===== src/rtl/mem_timer_pkg.sv =====
// Shared definitions for the memory-mapped timer.
// Register indices, CTRL bit positions and reset values.
package mem_timer_pkg;

    localparam int DATA_W = 32;
    localparam int ADDR_W = 32;

    // Word index taken from addr[4:2]
    localparam logic [2:0] TMR_CTRL     = 3'd0;
    localparam logic [2:0] TMR_PRESCALE = 3'd1;
    localparam logic [2:0] TMR_COUNT    = 3'd2;
    localparam logic [2:0] TMR_COMPARE  = 3'd3;
    localparam logic [2:0] TMR_STATUS   = 3'd4;

    localparam int CTRL_EN = 0;
    localparam int CTRL_AR = 1;
    localparam int CTRL_IE = 2;

    localparam logic [DATA_W-1:0] TMR_CTRL_MASK   = 32'h0000_0007;
    localparam logic [DATA_W-1:0] TMR_COMPARE_RST = 32'hFFFF_FFFF;

    function automatic logic [DATA_W-1:0] lane_mask(input logic [3:0] sel);
        return {{8{sel[3]}}, {8{sel[2]}}, {8{sel[1]}}, {8{sel[0]}}};
    endfunction

endpackage


===== src/rtl/mem_timer_bus_byte_write.sv =====
// 32-bit register with per-byte-lane write merge.
// Lanes not written take i_nxt (hold or computed next value).
module bus_byte_write
    import mem_timer_pkg::*;
#(
    parameter logic [DATA_W-1:0] RST_VAL = '0,
    parameter logic [DATA_W-1:0] MASK    = '1
) (
    input  logic              clk,
    input  logic              rst,
    input  logic              i_wr,
    input  logic [3:0]        i_sel,
    input  logic [DATA_W-1:0] i_wdata,
    input  logic [DATA_W-1:0] i_nxt,
    output logic [DATA_W-1:0] o_q
);

    logic [DATA_W-1:0] r_q;
    logic [DATA_W-1:0] w_lanes;

    assign w_lanes = i_wr ? lane_mask(i_sel) : '0;
    assign o_q     = r_q;

    always_ff @(posedge clk) begin
        if (!rst) begin
            r_q <= RST_VAL;
        end else begin
            r_q <= (i_wdata & MASK & w_lanes) | (i_nxt & ~w_lanes);
        end
    end

endmodule


===== src/rtl/mem_timer.sv =====
// Prescaled 32-bit timer with compare match, auto-reload and
// W1C match flag, exposed as a data-bus responder.
module mem_timer
    import mem_timer_pkg::*;
#(
    parameter logic [ADDR_W-1:0] BASE_ADDR = 32'h0000_1000,
    parameter int                PRE_W     = 16
) (
    input  logic              clk,
    input  logic              rst,
    input  logic              ce,
    input  logic              we,
    input  logic [ADDR_W-1:0] addr,
    input  logic [3:0]        sel,
    input  logic [DATA_W-1:0] data_i,
    output logic [DATA_W-1:0] data_o,
    output logic              int_o
);

    localparam logic [DATA_W-1:0] PRE_MASK = DATA_W'((64'd1 << PRE_W) - 64'd1);

    logic              w_hit;
    logic              w_wr;
    logic [2:0]        w_idx;
    logic              w_unused;
    logic [DATA_W-1:0] w_ctrl;
    logic [DATA_W-1:0] w_pre;
    logic [DATA_W-1:0] w_count;
    logic [DATA_W-1:0] w_cmp;
    logic [DATA_W-1:0] w_count_nxt;
    logic              w_en;
    logic              w_tick;
    logic              w_cmp_hit;
    logic              w_pre_wr;
    logic              w_clr;
    logic [PRE_W-1:0]  r_pre_cnt;
    logic              r_match;

    assign w_hit    = ce & (addr[31:5] == BASE_ADDR[31:5]);
    assign w_wr     = w_hit & we;
    assign w_idx    = addr[4:2];
    assign w_unused = &{1'b0, addr[1:0]};

    assign w_en      = w_ctrl[CTRL_EN];
    assign w_tick    = w_en & (r_pre_cnt == w_pre[PRE_W-1:0]);
    assign w_cmp_hit = (w_count == w_cmp);
    assign w_pre_wr  = w_wr & (w_idx == TMR_PRESCALE) & (|sel);
    assign w_clr     = w_wr & (w_idx == TMR_STATUS) & sel[0] & data_i[0];

    always_comb begin
        w_count_nxt = w_count;
        if (w_tick) begin
            if (w_cmp_hit && w_ctrl[CTRL_AR]) begin
                w_count_nxt = '0;
            end else begin
                w_count_nxt = w_count + 32'd1;
            end
        end
    end

    bus_byte_write #(.RST_VAL('0), .MASK(TMR_CTRL_MASK)) u_ctrl (
        .clk     (clk),
        .rst     (rst),
        .i_wr    (w_wr && (w_idx == TMR_CTRL)),
        .i_sel   (sel),
        .i_wdata (data_i),
        .i_nxt   (w_ctrl),
        .o_q     (w_ctrl)
    );

    bus_byte_write #(.RST_VAL('0), .MASK(PRE_MASK)) u_pre (
        .clk     (clk),
        .rst     (rst),
        .i_wr    (w_wr && (w_idx == TMR_PRESCALE)),
        .i_sel   (sel),
        .i_wdata (data_i),
        .i_nxt   (w_pre),
        .o_q     (w_pre)
    );

    bus_byte_write #(.RST_VAL('0)) u_count (
        .clk     (clk),
        .rst     (rst),
        .i_wr    (w_wr && (w_idx == TMR_COUNT)),
        .i_sel   (sel),
        .i_wdata (data_i),
        .i_nxt   (w_count_nxt),
        .o_q     (w_count)
    );

    bus_byte_write #(.RST_VAL(TMR_COMPARE_RST)) u_cmp (
        .clk     (clk),
        .rst     (rst),
        .i_wr    (w_wr && (w_idx == TMR_COMPARE)),
        .i_sel   (sel),
        .i_wdata (data_i),
        .i_nxt   (w_cmp),
        .o_q     (w_cmp)
    );

    always_ff @(posedge clk) begin
        if (!rst) begin
            r_pre_cnt <= '0;
        end else if (w_pre_wr) begin
            r_pre_cnt <= '0;
        end else if (w_en) begin
            r_pre_cnt <= w_tick ? '0 : r_pre_cnt + {{(PRE_W-1){1'b0}}, 1'b1};
        end
    end

    // A new match outranks a same-cycle W1C
    always_ff @(posedge clk) begin
        if (!rst) begin
            r_match <= 1'b0;
        end else if (w_tick && w_cmp_hit) begin
            r_match <= 1'b1;
        end else if (w_clr) begin
            r_match <= 1'b0;
        end
    end

    always_comb begin
        data_o = '0;
        if (w_hit && !we) begin
            case (w_idx)
                TMR_CTRL:     data_o = w_ctrl;
                TMR_PRESCALE: data_o = w_pre;
                TMR_COUNT:    data_o = w_count;
                TMR_COMPARE:  data_o = w_cmp;
                TMR_STATUS:   data_o = {31'd0, r_match};
                default:      data_o = '0;
            endcase
        end
    end

    assign int_o = r_match & w_ctrl[CTRL_IE];

endmodule


===== config.mk =====
export PLATFORM = sky130hd
export DESIGN_NAME = mem_timer
export DESIGN_NICKNAME = d
export VERILOG_FILES = /design/src/rtl/mem_timer_pkg.sv /design/src/rtl/mem_timer_bus_byte_write.sv /design/src/rtl/mem_timer.sv
export SDC_FILE = /design/constraint.sdc
export NUM_CORES = 1
export LEC_CHECK = 0
export ABC_CLOCK_PERIOD_IN_PS = 2800
export BUFFER_PORTS_ARGS = -buffer_cell sky130_fd_sc_hd__buf_2
export CORE_ASPECT_RATIO = 1.2
export CORE_UTILIZATION = 40
export CTS_CLUSTER_DIAMETER = 80
export DETAILED_ROUTE_END_ITERATION = 6
export GPL_TIMING_DRIVEN = 0
export MAX_ROUTING_LAYER = met4
export PLACE_DENSITY_LB_ADDON = 0.1
export SYNTH_ARGS = -nofsm -noshare
export SYNTH_HDL_FRONTEND = slang
export SYNTH_SLANG_ARGS = --single-unit
export TNS_END_PERCENT = 5

===== constraint.sdc =====
create_clock -name clk -period 2.8 [get_ports clk]
set_input_delay 0.28 -clock clk [delete_from_list [all_inputs] [get_ports clk]]
set_output_delay 0.28 -clock clk [all_outputs]
set_load 0.005 [all_outputs]

**Word-level counts from Yosys, hierarchy flattened**

Index checks and enable logic that the tools add are counted.

- Flip-flop bits (word level): 145
- Latch bits: 0
- Bits in writable memories: 0
- Memory bits (read-only): 0
- Input port bits: 72
- Output and inout port bits: 33
- Word-level logic and storage cells: 64
- Memories kept: 0

- $add $sub $neg: 2
- Multiply operators: 0
- Divide/modulo/power cells: 0
- Magnitude comparators: 0
- Equality and inequality tests: 7
- Shift operators: 0
- Multiplexer cells: 11
- Bitwise logic cells: 26
- Reduce and logical (&&, ||, !) cells: 12

Operator list:

| cell | count |
|---|---|
| two-way mux 32 bit | 7 |
| bitwise AND 32 bit | 6 |
| case mux 32 bit (5 select lines) | 1 |
| inverter 32 bit | 4 |
| OR 32 bit | 4 |
| adder 32 x 1 -> 32 bit (second input constant) | 1 |
| bitwise AND 16 x 32 -> 32 bit | 1 |
| bitwise AND 3 x 32 -> 32 bit | 1 |
| equality test 32 bit | 1 |
| equality test 27 x 8 -> 1 bit (second input constant) | 1 |
| adder 16 x 1 -> 16 bit (second input constant) | 1 |
| equality test 16 bit | 1 |
| two-way mux 16 bit | 1 |
| bitwise AND 1 bit | 9 |
| logical AND 1 bit | 7 |
| equality test 3 x 2 -> 1 bit (second input constant) | 2 |
| OR reduction 4 bit | 1 |
| equality test 3 x 1 -> 1 bit (second input constant) | 1 |
| equality test 3 bit (second input constant) | 1 |
| zero test 3 bit | 1 |
| two-way mux 1 bit | 2 |
| nonzero test 2 bit | 1 |
| OR reduction 2 bit | 1 |
| zero test 1 bit | 1 |
| inverter 1 bit | 1 |

**Logic depth before layout (Yosys ltp)**

- Word-level depth: 8
- Gate-level depth with buffers: 8

**By module**

Synthesis repeated with hierarchy kept, for this count alone.

- Cells, all modules: 978
- Area, all modules: 8349.3 um2

Modules (own cells, without submodules):

| module | instances | cells an instance | area each (um2) | sequential area each (um2) |
|---|---|---|---|---|
| mem_timer | 1 | 494 | 3365.7 | 340.3 |
| bus_byte_write (u_cmp) | 1 | 147 | 1491.4 | 640.6 |
| bus_byte_write (u_count) | 1 | 151 | 1426.4 | 640.6 |
| bus_byte_write (u_pre) | 1 | 110 | 1146.1 | 640.6 |
| bus_byte_write (u_ctrl) | 1 | 76 | 919.6 | 640.6 |

**Worst setup path after synthesis**

No wires, ideal clock.

- Path type: reg-to-reg
- Start: register r_pre_cnt[5]
- End: register (tool-made name)
- Setup time: 74 ps
- Arrival time: 2192 ps
- Path slack: 534 ps
- Stages on the path, launching flop included: 8
- Path buffers: 1
- Period minus slack after synthesis: 2266 ps
- Cell sequence: dfxtp_1 -> xnor2_1 -> nand2_1 -> or3b_1 -> or4_1 -> buf_2 -> or4b_1 -> a31oi_1

RTL lines:

| what | RTL line | text |
|---|---|---|
| from (decl) | mem_timer.sv:36 | `logic [PRE_W-1:0] r_pre_cnt;` |
| from (signal assigned) | mem_timer.sv:107 | `r_pre_cnt <= w_tick ? '0 : r_pre_cnt + {{(PRE_W-1){1'b0}}, 1'b1};` |

==> impl_metrics.csv <==
group,metric,value,unit
pwr,pwr_density_cell,521,nW/µm²
placement,place.gp.congestion,0.946,
placement,dpl.hpwl,19.7,mm
cells_and_area,insertedDiodeCount,0,
floorplanning,die_y,151,µm
grt,grt_use_total,0.298,
setup_path,ff2ff_path_depth,8,
detailed_routing,wl_per_cell,21.0,µm
setup_path,slowest_delay,0.47,ns
synth,synth_top_area_frac,0.390,
detailed_routing,drc_errors,8,
synth,syn_inst,922,
cts,clk_latency,0.43,ns
sta,grt_setup_unrepaired,"yes",
synth,ys_ff_latch,145,
setup_path,slowest_stage,"or4b_1",
pwr,p_sw_frac,0.255,
synth,avgSynthCellArea,8.07,µm²
synth,synth_compound_area_frac,0.196,
setup_path,critical_path_arrival,3.12,ns
detailed_routing,antenna_left,0,
setup_path,path_class,"reg2reg",
sta,period_minus_slack,2.76,ns
worst_hold_path,hold_class,"in2reg",
sta,tightestPinTransition,0.969,ns
synth,synth_nets,996,
synth,synth-seq-area-share,0.390,
sta,hold_violations,0,
synth,synth_cell_types,51,
setup_path,required,3.16,ns
cts,cts_hold_buf,0,
floorplanning,start_util,0.409,
synth,postSynth.asyncResetShare,0,
sta,slew_viol_final,0,
grt,grt_use_met1,0.349,
sta,relSlewSlack,0.354,
outcome,status,"finished, violations left",
synth,synth-xor-area-share,0.0775,
synth,synth_edf_count,0,
grt,busiest_layer,"met2",
synth,synth_ff_type,"dfxtp_1",
pwr,switchingPower,0.00118,W
placement,placement.setup.worst_slack,-0.323,ns
pwr,vdd.ir_drop.worst,0.000420,V
pwr,total_power,0.00460,W
setup_path,rrSetupSlack,0.04,ns
grt,grt_max_degree,17,
synth,yosys_warnings,0,
worst_hold_path,min-delay-start,"data_i[18]",
synth,synth_fa_ha_area_frac,0.00336,
cts,cts-root-buf,"clkbuf_16",
sta,fin_crit_sh,0.984,
pwr,pwr-share-comb,0.062,
setup_path,worstPathMaxFanout,9,
cts,htree_num_levels,4,
pwr,internal_power,0.00343,W
cts,cts_sinks,145,
pwr,seqPwrFrac,0.453,
cells_and_area,drive_gt1_frac,0.148,
detailed_routing,detailedRoute.firstIterationViolations,773,
synth,synthMuxAreaShare,0.0269,
sta,hold_slack,0.0837,ns
synth,yosysTopAreaCell,"dfxtp_1",
cells_and_area,nets,1112,
floorplanning,io_pins,105,
detailed_routing,first_pass_iters,7,
cts,tritoncts,"yes",
cts,cts_buffer_depth,2,
cts,cts-buffers-inserted,17,
cts,post_cts_buffers,0,
floorplanning,die_x,127,µm
synth,synthTopCellsByCount,"dfxtp_1, nand2_1, nand3_1",
sta,setup_violations,0,
grt,grt_overflow,0,
floorplanning,rows,54,
synth,synth-simple-area-share,0.263,
detailed_routing,viasPerCell,5.91,
setup_path,startpoint_type,"register",
detailed_routing,drt_wl_total,26.8,mm
grt,globalRouteMet3Util,0.0389,
pwr,clock_power_share,0.485,
grt,grt_pass1_wl,41.4,mm
floorplanning,dieArea,19200,µm²
synth,syn-cell-area,7440,µm²
setup_path,path_cells,"ha_1 -> and3_1 -> clkbuf_1 -> nand3_1 -> nor2_1 -> nand2_1 -> or4b_1 -> a31oi_1",
setup_path,cp_top_family,"simple AND/OR/NAND/NOR gates",
cells_and_area,area_delta_synth_final,18.7,%
synth,synth.most_common_cell,"dfxtp_1",
sta,layout_setup_ws,0.0447,ns
floorplanning,coreArea,18200,µm²
setup_path,endpoint_kind,"register",
cts,clk_pin_slew,0.06,ns
sta,clock.fmax,363,MHz
cells_and_area,nFillCells,1852,
synth,synth_area_leaders,"dfxtp_1, a22oi_1, nand3_1",
grt,grt_pass1_vias,7199,
placement,port-buffer-count,97,
setup_path,cp_num_buf_inv,1,
worst_hold_path,hold_depth,3,
grt,antenna_found_initial,0,
synth,synth_top_family_by_area,"simple AND/OR/NAND/NOR gates",
outcome,violations,"design-rule violations",
flow_run,cap_violations,0,
detailed_routing,vias,7539,
grt,met2_usage,0.505,
pwr,power_leakage,3.49,nW
sta,finClkSkew,0.00760,ns
-- cell type report --
class / count / area, µm² / share of cell area
Inverter: 9 / 33.8 / 0.00383
Clock buffer: 18 / 439 / 0.0497
Tap cell: 224 / 280 / 0.0317
Sequential cell: 145 / 2900 / 0.329
Buffer: 71 / 299 / 0.0339
Multi-Input combinational cell: 697 / 4260 / 0.482
Clock inverter: 14 / 131 / 0.0149
Timing Repair Buffer: 97 / 485 / 0.0550
-- layer usage --
metal	vias up	wire [µm]
met5	-	0
li1	3598	-
met4	0	965
met3	75	1450
met2	299	13100
met1	3567	11300
-- what timing repair did --
action | in CTS | in global routing
pin swaps | 0 | 0
setup endpoints to repair | 34 | 70
gates resized for setup | 5 | 18
-- cells in the final DEF, fill, tap and decap left out, drive strengths merged, types with 3 or more instances in the layout --
cell,n
dfxtp,145
buf,102
nand2,92
clkbuf,84
nand3,76
a22oi,63
a21oi,62
nor2,55
o21ai,52
and2,48
a31oi,45
xnor2,40
xor2,25
mux2i,20
and3,19
nand4,16
nor4,15
nor3,13
inv,12
nand4b,8
clkinvlp,7
and4,7
or4,4
o31ai,4
a32oi,4
nand2b,4
nor4b,3
clkinv,3
-- tightest hold or removal path, delay by kind of cell --
family        cells  cell delay, ns
buf+inv           1            0.10
simple gates      2            0.11
-- worst max path at each step --
stage / start / to / slack (ns) / cells past startpoint
finish: register / register / 0.04 / 8
global route: r_pre_cnt[13]$_SDFFE_PP0P_ / r_pre_cnt[11]$_SDFFE_PP0P_ / -0.10 / 7
CTS: addr[3] / data_o[9] / 0.04 / 7
detailed placement: addr[2] / data_o[8] / -0.32 / 6
global placement: addr[2] / data_o[8] / -0.37 / 6
floorplan: r_pre_cnt[5]$_SDFFE_PP0P_ / register / 0.53 / 7
-- logic make-up after synthesis --
logic type | Yosys count
mux | 20
compound gates | 238
buf+inv | 80
flops | 145
xor+xnor | 65
simple gates | 372
fa+ha+maj | 2
-- power by group through the flow --
stage          clock (W)  combinational (W)  sequential [W]
3_3_place_gp           0           0.000279         0.00213
6_report         0.00223           0.000286         0.00209
3_5_place_dp           0           0.000279         0.00213
4_1_cts          0.00226           0.000282         0.00209
5_1_grt          0.00234           0.000310         0.00209
2_1_floorplan          0           0.000143         0.00213
-- through the flow --
step,utilization,instance area (µm²),setup TNS [ns],std cells
6_report,0.486,8830,0,1275
5_1_grt,0.486,8830,-1.05,1275
4_1_cts,0.484,8790,0,1275
3_5_place_dp,0.452,8210,-4.76,1243
3_3_place_gp,0.452,8210,-6.20,1243
2_1_floorplan,-,7440,0,922
Power figures use the tool's default switching activity.
